`config.mk`:
```
export PLATFORM = sky130hd
export DESIGN_NAME = classifi_vote_ctrl
export DESIGN_NICKNAME = d
export VERILOG_FILES = /design/src/rtl/classifi_pkg.sv /design/src/rtl/vote_argmax.sv /design/src/rtl/classifi_vote_ctrl.sv
export SDC_FILE = /design/constraint.sdc
export NUM_CORES = 1
export LEC_CHECK = 0
export BUFFER_PORTS_ARGS = -buffer_cell sky130_fd_sc_hd__buf_2
export CORE_ASPECT_RATIO = 0.5
export CORE_MARGIN = 1
export CORE_UTILIZATION = 29
export DETAILED_ROUTE_END_ITERATION = 10
export MAX_ROUTING_LAYER = met4
export PLACE_DENSITY = 0.52
export SETUP_SLACK_MARGIN = 0.3
export SYNTH_ARGS = -nofsm -noshare
export SYNTH_HDL_FRONTEND = slang
export SYNTH_SLANG_ARGS = --single-unit
```
`constraint.sdc`:
```
create_clock -name i_clk -period 7 [get_ports i_clk]
set_clock_uncertainty 0.2 [all_clocks]
set_input_delay 0.35 -clock i_clk [delete_from_list [all_inputs] [get_ports i_clk]]
set_output_delay 0.35 -clock i_clk [all_outputs]
set_load 0.02 [all_outputs]
```
`src/rtl/classifi_pkg.sv`:
```
// classifi_pkg: shared constants, class index type and sequencer state encoding
package classifi_pkg;
    localparam int N_CLASS = 5;
    localparam int DATA_W  = 60;
    typedef logic [2:0] cls_idx_t;
    typedef enum logic [2:0] {IDLE, RUN, DRAIN, DECIDE, OUT} state_t;
endpackage

```
`src/rtl/vote_argmax.sv`:
```
// vote_argmax: combinational argmax over per-class vote counters, lowest index wins ties
module vote_argmax
    import classifi_pkg::*;
#(
    parameter int CNT_W = 7
) (
    input  logic [N_CLASS-1:0][CNT_W-1:0] cnt_i,
    output cls_idx_t                      idx_o,
    output logic [N_CLASS-1:0]            onehot_o,
    output logic                          none_o
);
    logic [CNT_W-1:0] max_v;

    always_comb begin
        idx_o = '0;
        max_v = cnt_i[0];
        for (int i = 1; i < N_CLASS; i++)
            if (cnt_i[i] > max_v) begin
                idx_o = cls_idx_t'(i);
                max_v = cnt_i[i];
            end
        none_o   = max_v == '0;
        onehot_o = none_o ? '0 : N_CLASS'(1) << idx_o;
    end
endmodule

```
`src/rtl/classifi_vote_ctrl.sv`:
```
// classifi_vote_ctrl: feeds samples to the classifier, tallies one-hot votes per frame
// and hands a majority-vote label downstream.
module classifi_vote_ctrl
    import classifi_pkg::*;
#(
    parameter int FRAME_LEN = 64,
    parameter int CNT_W     = $clog2(FRAME_LEN + 1)
) (
    input  logic               i_clk,
    input  logic               i_rst,
    input  logic               i_start,
    input  logic               i_din_valid,
    input  logic [DATA_W-1:0]  i_din,
    output logic               o_din_ready,
    output logic               o_cls_enable,
    output logic [DATA_W-1:0]  o_cls_din,
    input  logic [N_CLASS-1:0] i_cls_onehot,
    output logic               o_busy,
    output logic               o_result_valid,
    output logic [N_CLASS-1:0] o_result,
    output cls_idx_t           o_result_idx,
    output logic               o_result_none,
    output logic [CNT_W-1:0]   o_no_match_cnt,
    input  logic               i_result_ready
);
    state_t                       state_q, state_d;
    logic                         hs, last, single, tag1_q, tag2_q;
    logic [CNT_W-1:0]             sample_cnt_q, nm_q;
    logic [N_CLASS-1:0][CNT_W-1:0] votes_q;
    cls_idx_t                     win_idx;
    logic [N_CLASS-1:0]           win_oh;
    logic                         win_none;

    assign o_din_ready = state_q == RUN;
    assign o_busy      = state_q != IDLE;
    assign hs          = i_din_valid & o_din_ready;
    assign last        = hs && sample_cnt_q == CNT_W'(FRAME_LEN - 1);
    assign single      = |i_cls_onehot && !(|(i_cls_onehot & (i_cls_onehot - N_CLASS'(1))));

    vote_argmax #(.CNT_W(CNT_W)) u_argmax (
        .cnt_i   (votes_q),
        .idx_o   (win_idx),
        .onehot_o(win_oh),
        .none_o  (win_none)
    );

    always_ff @(posedge i_clk or posedge i_rst)
        if (i_rst) state_q <= IDLE;
        else       state_q <= state_d;

    // Leaving DRAIN once tag1 is empty means both tags are empty on entry to DECIDE.
    always_comb begin
        state_d = state_q;
        case (state_q)
            IDLE:    state_d = i_start ? RUN : IDLE;
            RUN:     state_d = last ? DRAIN : RUN;
            DRAIN:   state_d = tag1_q ? DRAIN : DECIDE;
            DECIDE:  state_d = OUT;
            OUT:     state_d = i_result_ready ? IDLE : OUT;
            default: state_d = IDLE;
        endcase
    end

    always_ff @(posedge i_clk or posedge i_rst) begin
        if (i_rst) begin
            o_cls_enable   <= 1'b0;
            o_cls_din      <= '0;
            tag1_q         <= 1'b0;
            tag2_q         <= 1'b0;
            sample_cnt_q   <= '0;
            nm_q           <= '0;
            votes_q        <= '0;
            o_result_valid <= 1'b0;
            o_result       <= '0;
            o_result_idx   <= '0;
            o_result_none  <= 1'b0;
            o_no_match_cnt <= '0;
        end else begin
            o_cls_enable <= hs;
            tag1_q       <= hs;
            tag2_q       <= tag1_q;
            if (hs) o_cls_din <= i_din;
            if (state_q == IDLE && i_start) begin
                sample_cnt_q   <= '0;
                nm_q           <= '0;
                votes_q        <= '0;
                o_no_match_cnt <= '0;
            end else begin
                if (hs) sample_cnt_q <= sample_cnt_q + CNT_W'(1);
                if (tag2_q && !single) nm_q <= nm_q + CNT_W'(1);
                for (int c = 0; c < N_CLASS; c++)
                    if (tag2_q && i_cls_onehot == (N_CLASS'(1) << c))
                        votes_q[c] <= votes_q[c] + CNT_W'(1);
            end
            if (state_q == DECIDE) begin
                o_result       <= win_oh;
                o_result_idx   <= win_idx;
                o_result_none  <= win_none;
                o_no_match_cnt <= nm_q;
                o_result_valid <= 1'b1;
            end
            if (state_q == OUT && i_result_ready) o_result_valid <= 1'b0;
        end
    end
endmodule

```
==> results of run 1 <==
==> synthesized netlist by cell type, drive strengths merged, types with 3 or more instances <==
cell and instances:
mux2 60, dfrtp 131, nand2 50, a21oi 29, a211oi 3, nand3b 4, and4 6, o21a 3
nor2 68, nor3 4, xnor2 16, a21o 4, nand4 14, and2 5, o31ai 4, o21ai 30
nand3 11, or3 11, buf 7, or2 4, inv 15, nor3b 4, xor2 19, ha 35
clkbuf 16, mux2i 14
==> worst max-delay path, delay by kind of cell (launching register included) <==
kind	cells	cell delay, ps
flops	1	400
simple gates	5	860
compound gates	15	2480
buf+inv	4	560
mux	2	540
fa+ha+maj	4	1220
==> repair_timing <==
item                                    CTS  global route
hold buffers                             62             0
endpoints found under the hold margin   120             0
pin swaps                                 1             3
resized for setup                         2            19
endpoints found under the setup margin    5             9
buffers inserted                          2             1
==> worst max path at each step <==
stage	start	end	slack [ps]	cells past startpoint
after detailed placement	votes_q[2]	o_result_none	130	28
final	votes_q[4]	o_result_none	620	30
after floorplan	votes_q[2]	o_result_none	800	29
after global routing	votes_q[4]	o_result_none	250	30
after CTS	votes_q[6]	o_result_none	350	28
after global placement	votes_q[2]	o_result_none	290	29
==> placed cells by master, fill, tap and decap left out, types with 3 or more instances in the layout <==
master	instances
and4_1	5
nand3b_1	4
or3_1	10
nor3_1	3
dfrtp_1	131
o21a_1	3
dlygate4sd3_1	62
nor3b_1	3
a21oi_1	27
and2_1	3
ha_1	35
nand2_1	50
inv_6	7
mux2_2	60
buf_4	8
or2_2	4
xnor2_1	16
clkbuf_16	17
mux2i_1	12
o21ai_2	3
xor2_1	19
nor2_1	66
buf_2	149
nand4_1	14
o21ai_0	25
nand3_1	11
inv_1	14
o31ai_1	4
==> per-layer routing <==
layer / vias up / share of wire, % / GRT usage [%]
met2: 72 / 50 / 23.8
met5: - / 0 / -
met4: 0 / 1.2 / 5.40
met3: 14 / 2.3 / 3.73
met1: 2557 / 46 / 18.3
li1: 2493 / - / -
==> area by class of cell <==
type,count,area (sq um)
fillers,2190,12900
well taps,300,375
multi-input cells,418,3090
repair buffers,219,1430
clock buffers,18,439
inverters,15,58.8
clock inverters,14,140
flip-flops and latches,131,3280
==> power groups by stage <==
stage / registers, W / clock network, W / logic, W
final: 0.000920 / 0.000869 / 0.000946
after global routing: 0.000932 / 0.000933 / 0.00104
after CTS: 0.000919 / 0.000899 / 0.000871
after detailed placement: 0.000932 / 0 / 0.000829
after global placement: 0.000930 / 0 / 0.000813
after floorplan: 0.000993 / 0 / 0.000532
==> state kept, by name (all words and copies together) (netlist names) <==
name	flops
o_result_idx	3
tag1_q	1
nm_q	7
o_no_match_cnt	7
votes_q	35
o_cls_din	60
sample_cnt_q	7
state_q	3
o_result_valid	1
o_result	5
o_result_none	1
tag2_q	1
==> metrics by stage <==
step	power [W]	hold slack, ps
global route	0.00291	161
detailed placement	0.00176	220
CTS	0.00269	108
global placement	0.00174	212
finish	0.00273	143
floorplan	0.00153	259
==> kinds of logic after synthesis <==
group | after synthesis | share of synthesized area [%]
xor+xnor | 35 | 4.77
flops | 131 | 51.0
mux | 74 | 12.7
compound gates | 85 | 8.14
buf+inv | 38 | 2.45
simple gates | 189 | 14.1
fa+ha+maj | 35 | 6.81
==> metrics.txt, run 1 <==
TritonCTS Sinks=131; H-Tree Depth=4; FF+latch count, synth=131; Reg clk slew, reported paths=60 ps; critical path class=register to register; WHS Endpoint=state_q[0]; Root Buffer Master=clkbuf_16; Leak=4.12 nW; Die Y=107 um; clock latency on the worst-skew pair=420 ps; GRT overflow=0; status=finished, final reports clean; Clock Path Buffers=2; number of global-route vias before repair=5,191; I/O pin cnt=150; Hold Crit Class=input pin to register; layout cells sized above 1=34.1%; reg2reg path depth=30; NetSw=0.000978 W; Setup crit end kind=register; vias=5,136; PD cells=310 nW/um^2; Placed Instance Area=7500 sq um; Fin. Hold Viols=0; ranking of synthesized cells by area=dfrtp_1, mux2_2, ha_1; Post-Layout Inst Area=8810 sq um; max-slew violation count=0; end of the worst register-to-register path=o_result_none; mean routed wirelength per cell=13.9 um; top-area cell type share of the netlist area=51.0%; Worst Path Arrival=6470 ps; Synth Area per Inst=11.0 sq um; DRT Wirelength=15,400 um; final worst setup slack=625 ps; post-synth top area cell=dfrtp_1; DP Cell Count=1,018; Max FO, Critical Path=12; crit path max-delay cell type=or3_4; largest net degree at the start of global routing=73; first drt pass iteration count=4; placer congestion estimate=0.927; most used cell, CP=a21oi_1; sequential fraction of the synthesis area=51.0%; Iter 0 DRT Violations=208; final non-filler cell total=1,115; top_reg_cell synth=dfrtp_1; final setup TNS=0 ps; clock power share=31.8%; Slew @ Worst Pin=914 ps; pre-CTS setup slack=130 ps; Flop pwr share=33.6%; vias per cell=4.61; # nets final=907; fin util=40.6%; # diodes=0; DRC viols=0; Die Span X=213 um; total global routing track utilization=14.9%; CP max stage delay=410 ps; Ys Warns=0; Critical Path RT=7090 ps; Post-Syn Area=6430 sq um; reg2reg start=votes_q[4]; syn_nets=692; Post-DP HPWL=10,400 um; internal cell power=0.00176 W; Syn-to-layout area delta=37.1%; fin crit share=91.1%; Min Clock Period, post-route=6380 ps; Synth async-reset ratio=100%; VDD IR-drop max=0.000197 V; Final ANT Viol Nets=0; Hold Crit Depth=5; combinational share of power=34.6%; Slew headroom=39.1%; initial antenna violation count=0; row count=38; highest clock rate=157 MHz; first-pass GRT wire length=25,900 um; Hold Startpoint=i_start; port bufs=149; die footprint=22,800 sq um; Core ar.=21,700 sq um; final setup violation count=0; reg-to-reg slack, setup=620 ps; initial core utilization=29.7%; CTS buffer count=17; sw frac=35.8%; Cells after Synth=587; Worst Setup Start Kind=register; distinct cell type count after synthesis=50; CTS tree=built; EDFF count, synth=0; maxcap violations=0; RSZ-0062 raised after global routing=true
(Power assumes the default switching activity.)
==> inputs of run 2 (changes only) <==
Settings changed: ABC_AREA set to 1, CORE_ASPECT_RATIO 0.5 to 0.75.
==> run 2 against run 1 <==
Synthesized cell count up 41%. Clock-buffer cell count up 1. Largest power group unchanged. Hold slack got worse by 45 ps. Fmax grew 7.4%. Final area up 2.3%. Register-to-register slack gained 440 ps. Highest routed layer unchanged. Sequential power fell by 0.5%. Utilization decreased by 0.40 points. Global-route usage up 1.3 points.
==> metrics.txt, run 2 <==
commonest cells in the netlist=nand2_1, dfrtp_1, inv_1; crit path max-delay cell type=dfrtp_1; Core ar.=22,400 sq um; Die Y=134 um; CTS tree=built; Post-Syn Area=6720 sq um; Iter 0 DRT Violations=246; Final ANT Viol Nets=0; Slew @ Worst Pin=1080 ps; RSZ-0062 raised after global routing=false; distinct cell type count after synthesis=38; post-synth top area cell=dfrtp_1; Post-DP HPWL=12,400 um; EDFF count, synth=0; GRT overflow=0; TritonCTS Sinks=131; first drt pass iteration count=5; top-area cell type share of the netlist area=48.8%; Cells after Synth=829; Leak=4.77 nW; row count=47; top_reg_cell synth=dfrtp_1; DRT Wirelength=17,800 um; port bufs=149; Regs by FF count=o_cls_din (60), votes_q (35); vias per cell=4.39; Reg clk slew, reported paths=60 ps; vias=5,922; top-count cell post-synth=nand2_1; clock latency on the worst-skew pair=420 ps; CP max stage delay=400 ps; Die Span X=178 um; Worst Setup Start Kind=register; commonest non-fill, non-tap cell in the layout=nand2_1; Slew headroom=28.1%; number of global-route vias before repair=5,740; VDD IR-drop max=0.000167 V; status=finished, final reports clean; final setup violation count=0; sequential fraction of the synthesis area=48.8%; Fin. Hold Viols=0; cts repair resizes=0; DRC viols=0; Max FO, Critical Path=10; Root Buffer Master=clkbuf_16; CTS buffer count=17; postcts setup bufs=0; Ys Warns=0; # nets final=1,147; PD cells=325 nW/um^2; I/O pin cnt=150; mean routed wirelength per cell=13.2 um; Top reg by flops=o_cls_din; most used cell, CP=nand2_1; Worst Path Arrival=6040 ps; max-slew violation count=0; Critical Path RT=7110 ps; highest clock rate=168 MHz; Clock Path Buffers=2; Syn-to-layout area delta=34.2%; H-Tree Depth=4; syn_nets=934; # diodes=0; total global routing track utilization=16.2%; max reg flops=60; final worst setup slack=1060 ps; ranking of synthesized cells by area=dfrtp_1, nand2_1, ha_1; layout cells sized above 1=23.5%; initial antenna violation count=0; final setup TNS=0 ps; die footprint=23,800 sq um; critical path class=register to register; Min Clock Period, post-route=5940 ps; maxcap violations=0; Hold Crit Class=input pin to register; placer congestion estimate=0.866; FF+latch count, synth=131; pre-CTS setup slack=1100 ps; Synth async-reset ratio=100%; largest net degree at the start of global routing=87; Synth Area per Inst=8.10 sq um; commonest non-fill, non-tap cells in the layout=nand2_1, buf_2, dfrtp_1; Setup crit end kind=register; initial core utilization=30.0%; fin crit share=84.8%; first-pass GRT wire length=29,400 um
[run 2: cell count changes after synthesis, sizes merged, moves of 11 or more]
cell	change
mux2	-60
a21oi	+14
or3	-11
nand3	+36
xor2	-18
nor3	+20
xnor2	-16
nand2	+269
mux2i	-14
nor2	-11
inv	+67
[run 2: per-layer routing]
layer	vias to the layer above	GRT usage (%)	wire (um)	part of all wire [%]
met1	2685	22.8	9340	52
met5	-	-	0	0
li1	3085	-	-	-
met4	0	5.03	304	1.7
met3	29	3.03	603	3.4
met2	123	23.4	7580	43
[run 2: what timing repair did]
item                       4_1_cts  5_1_grt
hold endpoints to repair       146        0
setup endpoints to repair        0        0
hold buffers                    62        0
[run 2: report_power, final]
part	total, W	internal [W]	leakage (nW)	switching, W
logic	0.00109	0.000367	2.79	0.000720
clock network	0.000926	0.000567	0.289	0.000359
registers	0.000915	0.000851	1.68	0.0000642
total	0.00293	0.00178	4.77	0.00114
[run 2: cell type report]
| cell class | instances | area [sq um] |
|---|---|---|
| fill | 2222 | 13400 |
| clock inverter | 13 | 175 |
| sequential | 131 | 3280 |
| timing repair buffer | 215 | 1400 |
| clock buffer | 19 | 433 |
| multi-input combinational | 594 | 3050 |
| tap | 294 | 368 |
| inverter | 83 | 317 |
[run 2: path summary, 6_finish.rpt]
kind	endpoint	start	slack [ps]	cells past startpoint
worst max-delay path	o_result[4]	votes_q[5]	1060	40
worst min-delay path	votes_q[0]	i_cls_onehot[1]	100	4
worst max register to register	o_result[4]	votes_q[5]	1060	40
worst min register to register	o_cls_din[42]	o_cls_din[42]	270	2
max in group asynchronous	votes_q[2]	i_rst	5020	4
min in group asynchronous	o_cls_din[33]	i_rst	450	3
[run 2: logic make-up after synthesis]
logic type      synth area share [%]
simple gates                    31.6
flops                           48.8
buf+inv                         5.81
compound gates                  7.13
fa+ha+maj                       6.52
xor+xnor                       0.130
[run 2: through the flow]
stage                     utilization (%)  hold slack, ps  cell area (sq um)  total power (W)  std cells
after detailed placement             34.8             259               7790          0.00199       1255
after global placement               34.8             255               7790          0.00198       1255
after global routing                 40.2             117               9020          0.00314       1349
after CTS                            40.2            83.6               9020          0.00296       1349
after floorplan                         -             233               6720          0.00171        829
final                                40.2            98.3               9020          0.00293       1349
[run 2: worst max-delay path: cells and delay by family, from the launching register on]
| kind | cells | cell delay [ps] |
|---|---|---|
| flops | 1 | 400 |
| simple gates | 27 | 2960 |
| fa+ha+maj | 4 | 1090 |
| buf+inv | 5 | 630 |
| compound gates | 4 | 550 |
